[src/rtl/jtcps2_eeprom_slave.sv]
// jtcps2_eeprom_slave: 93C46-style 64x16 serial EEPROM responder with NVRAM byte dump port.
// Define JTCPS2_EEPROM_DUMP_EN to enable the dump port; otherwise it reads 0 and ignores writes.
module jtcps2_eeprom_slave #(
   parameter int AW       = 6,
   parameter int DW       = 16,
   parameter int BUSY_CYC = 256
) (
   input  logic       clk,
   input  logic       rst,
   input  logic       scs,
   input  logic       sclk,
   input  logic       sdi,
   output logic       sdo,
   input  logic [6:0] dump_addr,
   input  logic       dump_we,
   input  logic [7:0] dump_din,
   output logic [7:0] dump_dout,
   output logic       dump_flag
);
   localparam int CW = $clog2(DW);
   localparam int BW = $clog2(BUSY_CYC + 1);
   typedef enum logic [2:0] {IDLE, OPC, ADDR, RD, WD, WAITCS} state_t;

   state_t        state_q, state_d;
   logic          sclk_q, wr_en_q, wr_en_d, sdo_q, sdo_d, bulk_q, bulk_d, flag_q, flag_d;
   logic [CW-1:0] cnt_q, cnt_d;
   logic [1:0]    opc_q, opc_d;
   logic [AW-1:0] addr_q, addr_d, bidx_q, bidx_d, waddr;
   logic [DW-1:0] sr_q, sr_d, bdat_q, bdat_d, wdata;
   logic [BW-1:0] busy_q, busy_d;
   logic [7:0]    dout_q, dout_d;
   logic          rise, commit, is_bulk, wen;
`ifdef JTCPS2_EEPROM_DUMP_EN
   logic [DW-1:0] nvram [2**AW];
`else
   logic [DW-1:0] nvram [2**AW] = '{default: '1};
   logic          dump_unused;
   assign dump_unused = ^{dump_we, dump_din, dump_addr};
`endif

   assign sdo       = sdo_q;
   assign dump_dout = dout_q;
   assign dump_flag = flag_q;

   // command decode, shift registers, commit/bulk sequencing, NVRAM write port and sdo
   always_comb begin
      state_d = state_q;
      cnt_d   = cnt_q;
      opc_d   = opc_q;
      addr_d  = addr_q;
      sr_d    = sr_q;
      wr_en_d = wr_en_q;
      bulk_d  = bulk_q;
      bidx_d  = bidx_q;
      bdat_d  = bdat_q;
      rise    = sclk & ~sclk_q & scs;
      is_bulk = opc_q == 2'b00;
      commit  = state_q == WAITCS && !scs && wr_en_q && busy_q == '0 &&
                !(is_bulk && addr_q[AW-1] == addr_q[AW-2]);
      if (!scs) begin
         state_d = IDLE;
         cnt_d   = '0;
      end else if (rise) begin
         case (state_q)
            IDLE: begin
               cnt_d   = '0;
               state_d = sdi ? OPC : IDLE;
            end
            OPC: begin
               opc_d   = {opc_q[0], sdi};
               cnt_d   = cnt_q == CW'(1) ? '0 : cnt_q + 1'b1;
               state_d = cnt_q == CW'(1) ? ADDR : OPC;
            end
            ADDR: begin
               addr_d = {addr_q[AW-2:0], sdi};
               cnt_d  = cnt_q + 1'b1;
               if (cnt_q == CW'(AW-1)) begin
                  cnt_d   = '0;
                  state_d = opc_q == 2'b10 ? RD :
                            (opc_q == 2'b01 || (is_bulk && addr_d[AW-1:AW-2] == 2'b01)) ? WD : WAITCS;
                  sr_d    = nvram[addr_d];
                  if (is_bulk && addr_d[AW-1] == addr_d[AW-2]) wr_en_d = addr_d[AW-1];
               end
            end
            RD: begin
               sr_d  = {sr_q[DW-2:0], 1'b0};
               cnt_d = cnt_q + 1'b1;
               if (cnt_q == CW'(DW-1)) begin
                  cnt_d  = '0;
                  addr_d = addr_q + 1'b1;
                  sr_d   = nvram[addr_d];
               end
            end
            WD: begin
               sr_d    = {sr_q[DW-2:0], sdi};
               cnt_d   = cnt_q == CW'(DW-1) ? '0 : cnt_q + 1'b1;
               state_d = cnt_q == CW'(DW-1) ? WAITCS : WD;
            end
            default: cnt_d = cnt_q;
         endcase
      end
      if (commit && is_bulk) begin
         bulk_d = 1'b1;
         bidx_d = '0;
         bdat_d = addr_q[AW-2] ? sr_q : '1;
      end else if (bulk_q) begin
         bidx_d = bidx_q + 1'b1;
         bulk_d = bidx_q != '1;
      end
      wen    = bulk_q | (commit & ~is_bulk);
      waddr  = bulk_q ? bidx_q : addr_q;
      wdata  = bulk_q ? bdat_q : opc_q[1] ? '1 : sr_q;
      busy_d = commit ? BW'(BUSY_CYC) : busy_q == '0 ? '0 : busy_q - 1'b1;
      sdo_d  = state_d == RD ? (rise ? (state_q == RD ? sr_q[DW-1] : 1'b0) : sdo_q) :
               (state_d == IDLE && scs) ? busy_d == '0 : 1'b1;
`ifdef JTCPS2_EEPROM_DUMP_EN
      flag_d = commit | (flag_q & ~dump_we);
      dout_d = dump_addr[0] ? nvram[dump_addr[AW:1]][DW-1:8] : nvram[dump_addr[AW:1]][7:0];
      if (dump_we && !wen && !commit) begin
         wen   = 1'b1;
         waddr = dump_addr[AW:1];
         wdata = dump_addr[0] ? {dump_din, nvram[dump_addr[AW:1]][7:0]} :
                                {nvram[dump_addr[AW:1]][DW-1:8], dump_din};
      end
`else
      flag_d = 1'b0;
      dout_d = '0;
`endif
   end

   // control and datapath registers
   always_ff @(posedge clk or posedge rst) begin
      if (rst) begin
         state_q <= IDLE;
         sclk_q  <= 1'b0;
         cnt_q   <= '0;
         opc_q   <= '0;
         addr_q  <= '0;
         sr_q    <= '0;
         wr_en_q <= 1'b0;
         bulk_q  <= 1'b0;
         bidx_q  <= '0;
         bdat_q  <= '0;
         busy_q  <= '0;
         sdo_q   <= 1'b1;
         flag_q  <= 1'b0;
         dout_q  <= '0;
      end else begin
         state_q <= state_d;
         sclk_q  <= sclk;
         cnt_q   <= cnt_d;
         opc_q   <= opc_d;
         addr_q  <= addr_d;
         sr_q    <= sr_d;
         wr_en_q <= wr_en_d;
         bulk_q  <= bulk_d;
         bidx_q  <= bidx_d;
         bdat_q  <= bdat_d;
         busy_q  <= busy_d;
         sdo_q   <= sdo_d;
         flag_q  <= flag_d;
         dout_q  <= dout_d;
      end
   end

   // NVRAM write port; contents survive reset
   always_ff @(posedge clk) begin
      if (wen) nvram[waddr] <= wdata;
   end
endmodule

[config.mk]
export PLATFORM = sky130hd
export DESIGN_NAME = jtcps2_eeprom_slave
export DESIGN_NICKNAME = d
export VERILOG_FILES = /design/src/rtl/jtcps2_eeprom_slave.sv
export SDC_FILE = /design/constraint.sdc
export NUM_CORES = 2
export LEC_CHECK = 0
export ABC_AREA = 1
export BUFFER_PORTS_ARGS = -buffer_cell sky130_fd_sc_hd__buf_4
export CORE_MARGIN = 3
export CORE_UTILIZATION = 60
export DETAILED_ROUTE_END_ITERATION = 12
export PLACE_DENSITY_LB_ADDON = 0.3
export SYNTH_ARGS = -nofsm -noshare
export SYNTH_HDL_FRONTEND = slang
export SYNTH_SLANG_ARGS = --single-unit
[constraint.sdc]
create_clock -name clk -period 7.3 [get_ports clk]
set_input_delay 0.73 -clock clk [delete_from_list [all_inputs] [get_ports clk]]
set_output_delay 0.73 -clock clk [all_outputs]
set_load 0.03 [all_outputs]
After elaboration in Yosys (flattened, before gate mapping)
Memories as Yosys holds them, arrays and structs flattened.
Index checks and enable logic that the tools add are counted.
W data, S select, Z words.

cells by class
  reduce and logical (&&, ||, !) cells = 26
  multiplexer cells = 36
  add/subtract/negate cells = 4
  bitwise gates (word level) = 6
  eq/ne operators = 20

operators by type and width
  cell                   count
  $mux W16               5
  $pmux W16 S3           1
  $mux W6                4
  $mux W4                5
  $logic_not A9 Y1       2
  $mux W9                2
  $pmux W4 S4            1
  $add A6 B1 Y6 const B  2
  $mux W3                4
  $pmux W3 S4            1
  $pmux W6 S2            1
  $mux W1                11
  $eq A3 B2 Y1 const B   3
  $logic_and A1 B1 Y1    9
  $sub A9 B1 Y9 const B  1
  $reduce_and A4 Y1      2
  $eq A3 B3 Y1 const B   2
  $logic_not A3 Y1       2
  $ne A2 B2 Y1 const B   3
  $ne A6 B6 Y1 const B   1
  $ne A5 B2 Y1 const B   1
  $reduce_and A5 Y1      1
  $add A4 B1 Y4 const B  1
  $eq A2 B1 Y1 const B   2
  other kinds (19)       25

word-level totals
  input port bits = 21
  bits in writable memories = 1,024
  logic and storage cells = 105
  memories kept = 1
  register bits = 66
  output and inout bits = 10

memories
  memory  words  width  rd ports  clocked after memory_dff  wr ports  line  source
  nvram   64     16     2         0                         1         36    logic [DW-1:0] nvram [2**AW] = '{default: '1};

Longest topological paths before layout
  depth in word-level cells = 13
  mapped depth = 17
  gate-level depth less buffers = 14

Least setup slack after synthesis
No wires, ideal clock.

  kind = register to register
  start point = reg bulk_q
  end point = mem nvram[0][10], data pin
  clock period less this slack = 3.553 ns
  cell stages (with the launch flop) = 6
  data arrival time = 3.005 ns
  path slack = 3.747 ns
  data required time = 6.751 ns
  library setup time = 0.549 ns
  buffers on the path = 2
  path through = dfrtp_1 inv_1 buf_1 clkbuf_1 nor2_1 a21oi_1

on the way
  cells in the longest elaborated chain, start to end = 1

RTL lines
  element                 line  source
  start, declared         25    logic sclk_q, wr_en_q, wr_en_d, sdo_q, sdo_d, bulk_q, bulk_d, flag_q, flag_d;
  start signal, assigned  156   bulk_q <= bulk_d;
  $mux W16                112   wdata = bulk_q ? bdat_q : opc_q[1] ? '1 : sr_q;
  named net wdata[10]     29    logic [DW-1:0] sr_q, sr_d, bdat_q, bdat_d, wdata;
  end, declared           36

The timed path passes the listed nets, and every way through them passes these cells.

Worst setup path after layout
  start point = reg addr_q[0]
  end point = reg sr_q[11]

on the way
  cells in the longest elaborated chain, start to end = 4
  elaborated cells between the ends (all ways) = 5
  classes of those cells = add/sub: 1; mux: 3; memory: 1

RTL lines
  element                 line  source
  start, declared         28    logic [AW-1:0] addr_q, addr_d, bidx_q, bidx_d, waddr;
  start signal, assigned  153   addr_q <= addr_d;
  $add A6 B1 Y6           90    addr_d = addr_q + 1'b1;
  $mem_v2 Z64 W16 *       n/a
  $mux W16                88    if (cnt_q == CW'(DW-1)) begin
  $pmux W16 S3 *          64    case (state_q)
  end signal, assigned    154   sr_q <= sr_d;
  end, declared           29

Every way passes the cells marked *; elsewhere a longest branch is shown, timed or not. The select of a mux whose other input is x is not followed.
A chain may end at the register's enable or synchronous reset.

==> results.toml <==
[run_status]
outcome = "finished, final reports clean"

[timing]
finalHoldViolCount = 0
tightest_slew_ns = 1.33
setup_viol = 0
finClkSkew_ns = 0.0307
slew_headroom = 0.114
min_period_over_period = 0.680
rsz0062_at_grt = "false"
whs_ns = 0.129
finalCriticalPeriod_ns = 4.97
setup_tns_ns = 0
timing.fmax_mhz = 201
slew_viol_final = 0

[power_and_ir_drop]
p_per_area_nw_per_um2 = 239
total_power_w = 0.0146
peakVddDrop_mv = 0.207
clkPwrFrac = 0.372
power_frac_comb = 0.160
pwr-share-seq = 0.468
p_leak_nw = 25.2
p_switching_w = 0.00421
p_sw_frac = 0.287
p_int_w = 0.0104

[setup_path]
cp.arrival_ns = 5.63
critPathMaxFanout = 91
worstSetupEndpointType = "flop"
crit_path_start = "addr_q[0]$_DFFE_PP0P_"
worst_setup_path_start_kind = "flop"
critPathKind = "flop to flop"
cp.required_ns = 7.96
reg2reg_from = "addr_q[0]$_DFFE_PP0P_"

[synthesis]
netlist_area_sq_um = 57100
synth-seq-area-share = 0.567
syn_avg_cell_area_sq_um = 8.60
synth.area.top_cells = "edfxtp_1 54%, nand2_1 14%, nand3_1 13%"
synthCells = 6642
synth_edf_count = 1024
ys_ff_latch = 1090
ys.flop_type = "edfxtp_1"
async_flop_share = 0.0606
yosys.area.top_type_share = 0.538
yosysWarnings = 0
synth.largest_area_cell = "edfxtp_1"
synth.distinct_cells = 36

[grt]
grt_overflow_total = 0
antenna_found_initial = 6
grt_pass1_vias = 45900
grt_pass1_wl_um = 264000
grt_max_degree = 263
grt_usage = 0.353

[layout]
drive_gt1_frac = 0.0640
mostFrequentLayoutCells = "2,142 x nand2_1, 1,511 x nand3_1, 1,024 x edfxtp_1, 654 x inv_1, 231 x o211ai_1"
area_delta_synth_final_pct = 7.49
final_common_cell = "nand2_1"
final_nets = 6444

[clock_tree]
clkSinkCount = 1090
cts_buffers = 112
cts-root-buf = "clkbuf_16"
cts_buffer_depth = 3
worstSkewPairLatency_ns = 0.72
cts_tree = "built"
cts_htree_levels = 3
path_clk_slew_ns = 0.06
cts_resized = 0
cts_hold_buf = 0
postCtsSetupRepairBufs = 0

[die]
core_sq_um = 93900
die-width_um = 315
io_pins = 31
fp.dieArea_sq_um = 98900
initial_utilization = 0.608
rows = 112
fp.dieH_um = 315

[min_path]
min_from = "sclk"
hold_class = "input port to flop"

[routing]
wirelength_um = 177000
drcViolationCount = 0
vias = 48900
via_per_inst = 6.29
drtIter0Drc = 7957
final_antenna_net_count = 0
wl_per_cell_um = 22.8
firstDrtPassIters = 8

[run]
maxCapViolations = 0

[place]
io_buffer_count = 5
hpwlAfterDp_um = 97400
gp_congestion = 0.937
## sequential cells by signal, summed over array words and instances, names as in the netlist
| name | cells |
|---|---|
| sr_q | 16 |
| opc_q | 2 |
| addr_q | 6 |
| wr_en_q | 1 |
| cnt_q | 4 |
| busy_q | 9 |
| sdo | 1 |
| bdat_q | 16 |
| bidx_q | 6 |
| nvram | 1024 |
| state_q | 3 |
| sclk_q | 1 |
| bulk_q | 1 |
## cell families (layout without fill, tap and decap cells)
logic type                 Yosys count  in the layout  synth area share
AOI/OAI and AO/OA                  481            481            0.0531
buffers and inverters             1136            997            0.0825
and+or+nand+nor                   3917           3917             0.294
other                                1             11         0.0000657
DFF                               1090           1090             0.567
muxes                                1              1          0.000175
xor gates and xnor gates             9              9           0.00138
adders and majority gates            7              7           0.00153
## synthesized netlist by cell type (2+ instances only)
master / instances
nand2_1: 2143
nand3_1: 1511
edfxtp_1: 1024
inv_1: 658
buf_2: 266
o211ai_1: 231
nor2_1: 193
o21ai_0: 172
clkbuf_1: 142
a21oi_1: 66
dfrtp_1: 65
or2_2: 54
buf_1: 34
buf_4: 25
nand4_1: 8
xor2_1: 8
ha_1: 7
clkinv_1: 4
inv_2: 4
nor3_1: 4
o22ai_1: 4
buf_6: 3
a41oi_1: 2
nand3_2: 2
## area by class of cell
| type | instances | area, sq um |
|---|---|---|
| fillers | 7276 | 32500 |
| flip-flops and latches | 1090 | 32400 |
| multi-input cells | 4424 | 20400 |
| clock buffers | 146 | 2980 |
| inverters | 666 | 2530 |
| well taps | 1254 | 1570 |
| repair buffers | 122 | 1050 |
| clock inverters | 63 | 432 |
| diodes | 2 | 5.00 |
## metal layers
layer | track usage | vias up | share of wire
met4 | 0.240 | 2 | 0.075
met5 | 0 | - | 0.000062
met1 | 0.453 | 22700 | 0.35
met3 | 0.0745 | 779 | 0.14
met2 | 0.540 | 3638 | 0.44
li1 | - | 21800 | -
## critical path, cell delays in order, from the launching register on
cell	delay, ns
dfrtp_4	0.94
buf_4	0.88
nand3_1	0.34
xor2_4	0.24
buf_4	0.33
inv_2	0.57
buf_4	0.53
nand2_1	0.11
nand3_1	0.24
nand3_1	0.29
nand2_1	0.15
nand2_1	0.06
nand3_1	0.09
nand2_1	0.05
inv_1	0.05
## final timing paths
kind / depth (start not counted) / slack [ns] / to
max: 14 / 2.33 / sr_q[11]$_DFFE_PP0P_
min: 1 / 0.13 / sclk_q$_DFF_PP0_
max reg2reg: 14 / 2.33 / sr_q[11]$_DFFE_PP0P_
min reg2reg: 1 / 0.44 / busy_q[0]$_DFF_PP0_
max in group asynchronous: 3 / 6.26 / addr_q[0]$_DFFE_PP0P_
min in group asynchronous: 3 / 0.29 / busy_q[5]$_DFF_PP0_
## power groups by stage
stage	clock [W]	sequential, W	combinational, W
finish	0.00544	0.00686	0.00235
global route	0.00571	0.00685	0.00246
CTS	0.00546	0.00685	0.00224
detailed placement	0	0.00698	0.00223
global placement	0	0.00698	0.00220
floorplan	0	0.00697	0.00144
## per-stage QoR
stage | cells | setup WS [ns] | instance area (sq um) | utilization
2_1_floorplan | 6650 | 3.75 | 57100 | -
3_3_place_gp | 7556 | 2.69 | 58000 | 0.617
3_5_place_dp | 7556 | 2.63 | 58000 | 0.617
4_1_cts | 7765 | 2.60 | 61400 | 0.654
5_1_grt | 7765 | 2.16 | 61400 | 0.654
6_report | 7767 | 2.33 | 61400 | 0.654
(Power assumes the default switching activity.)
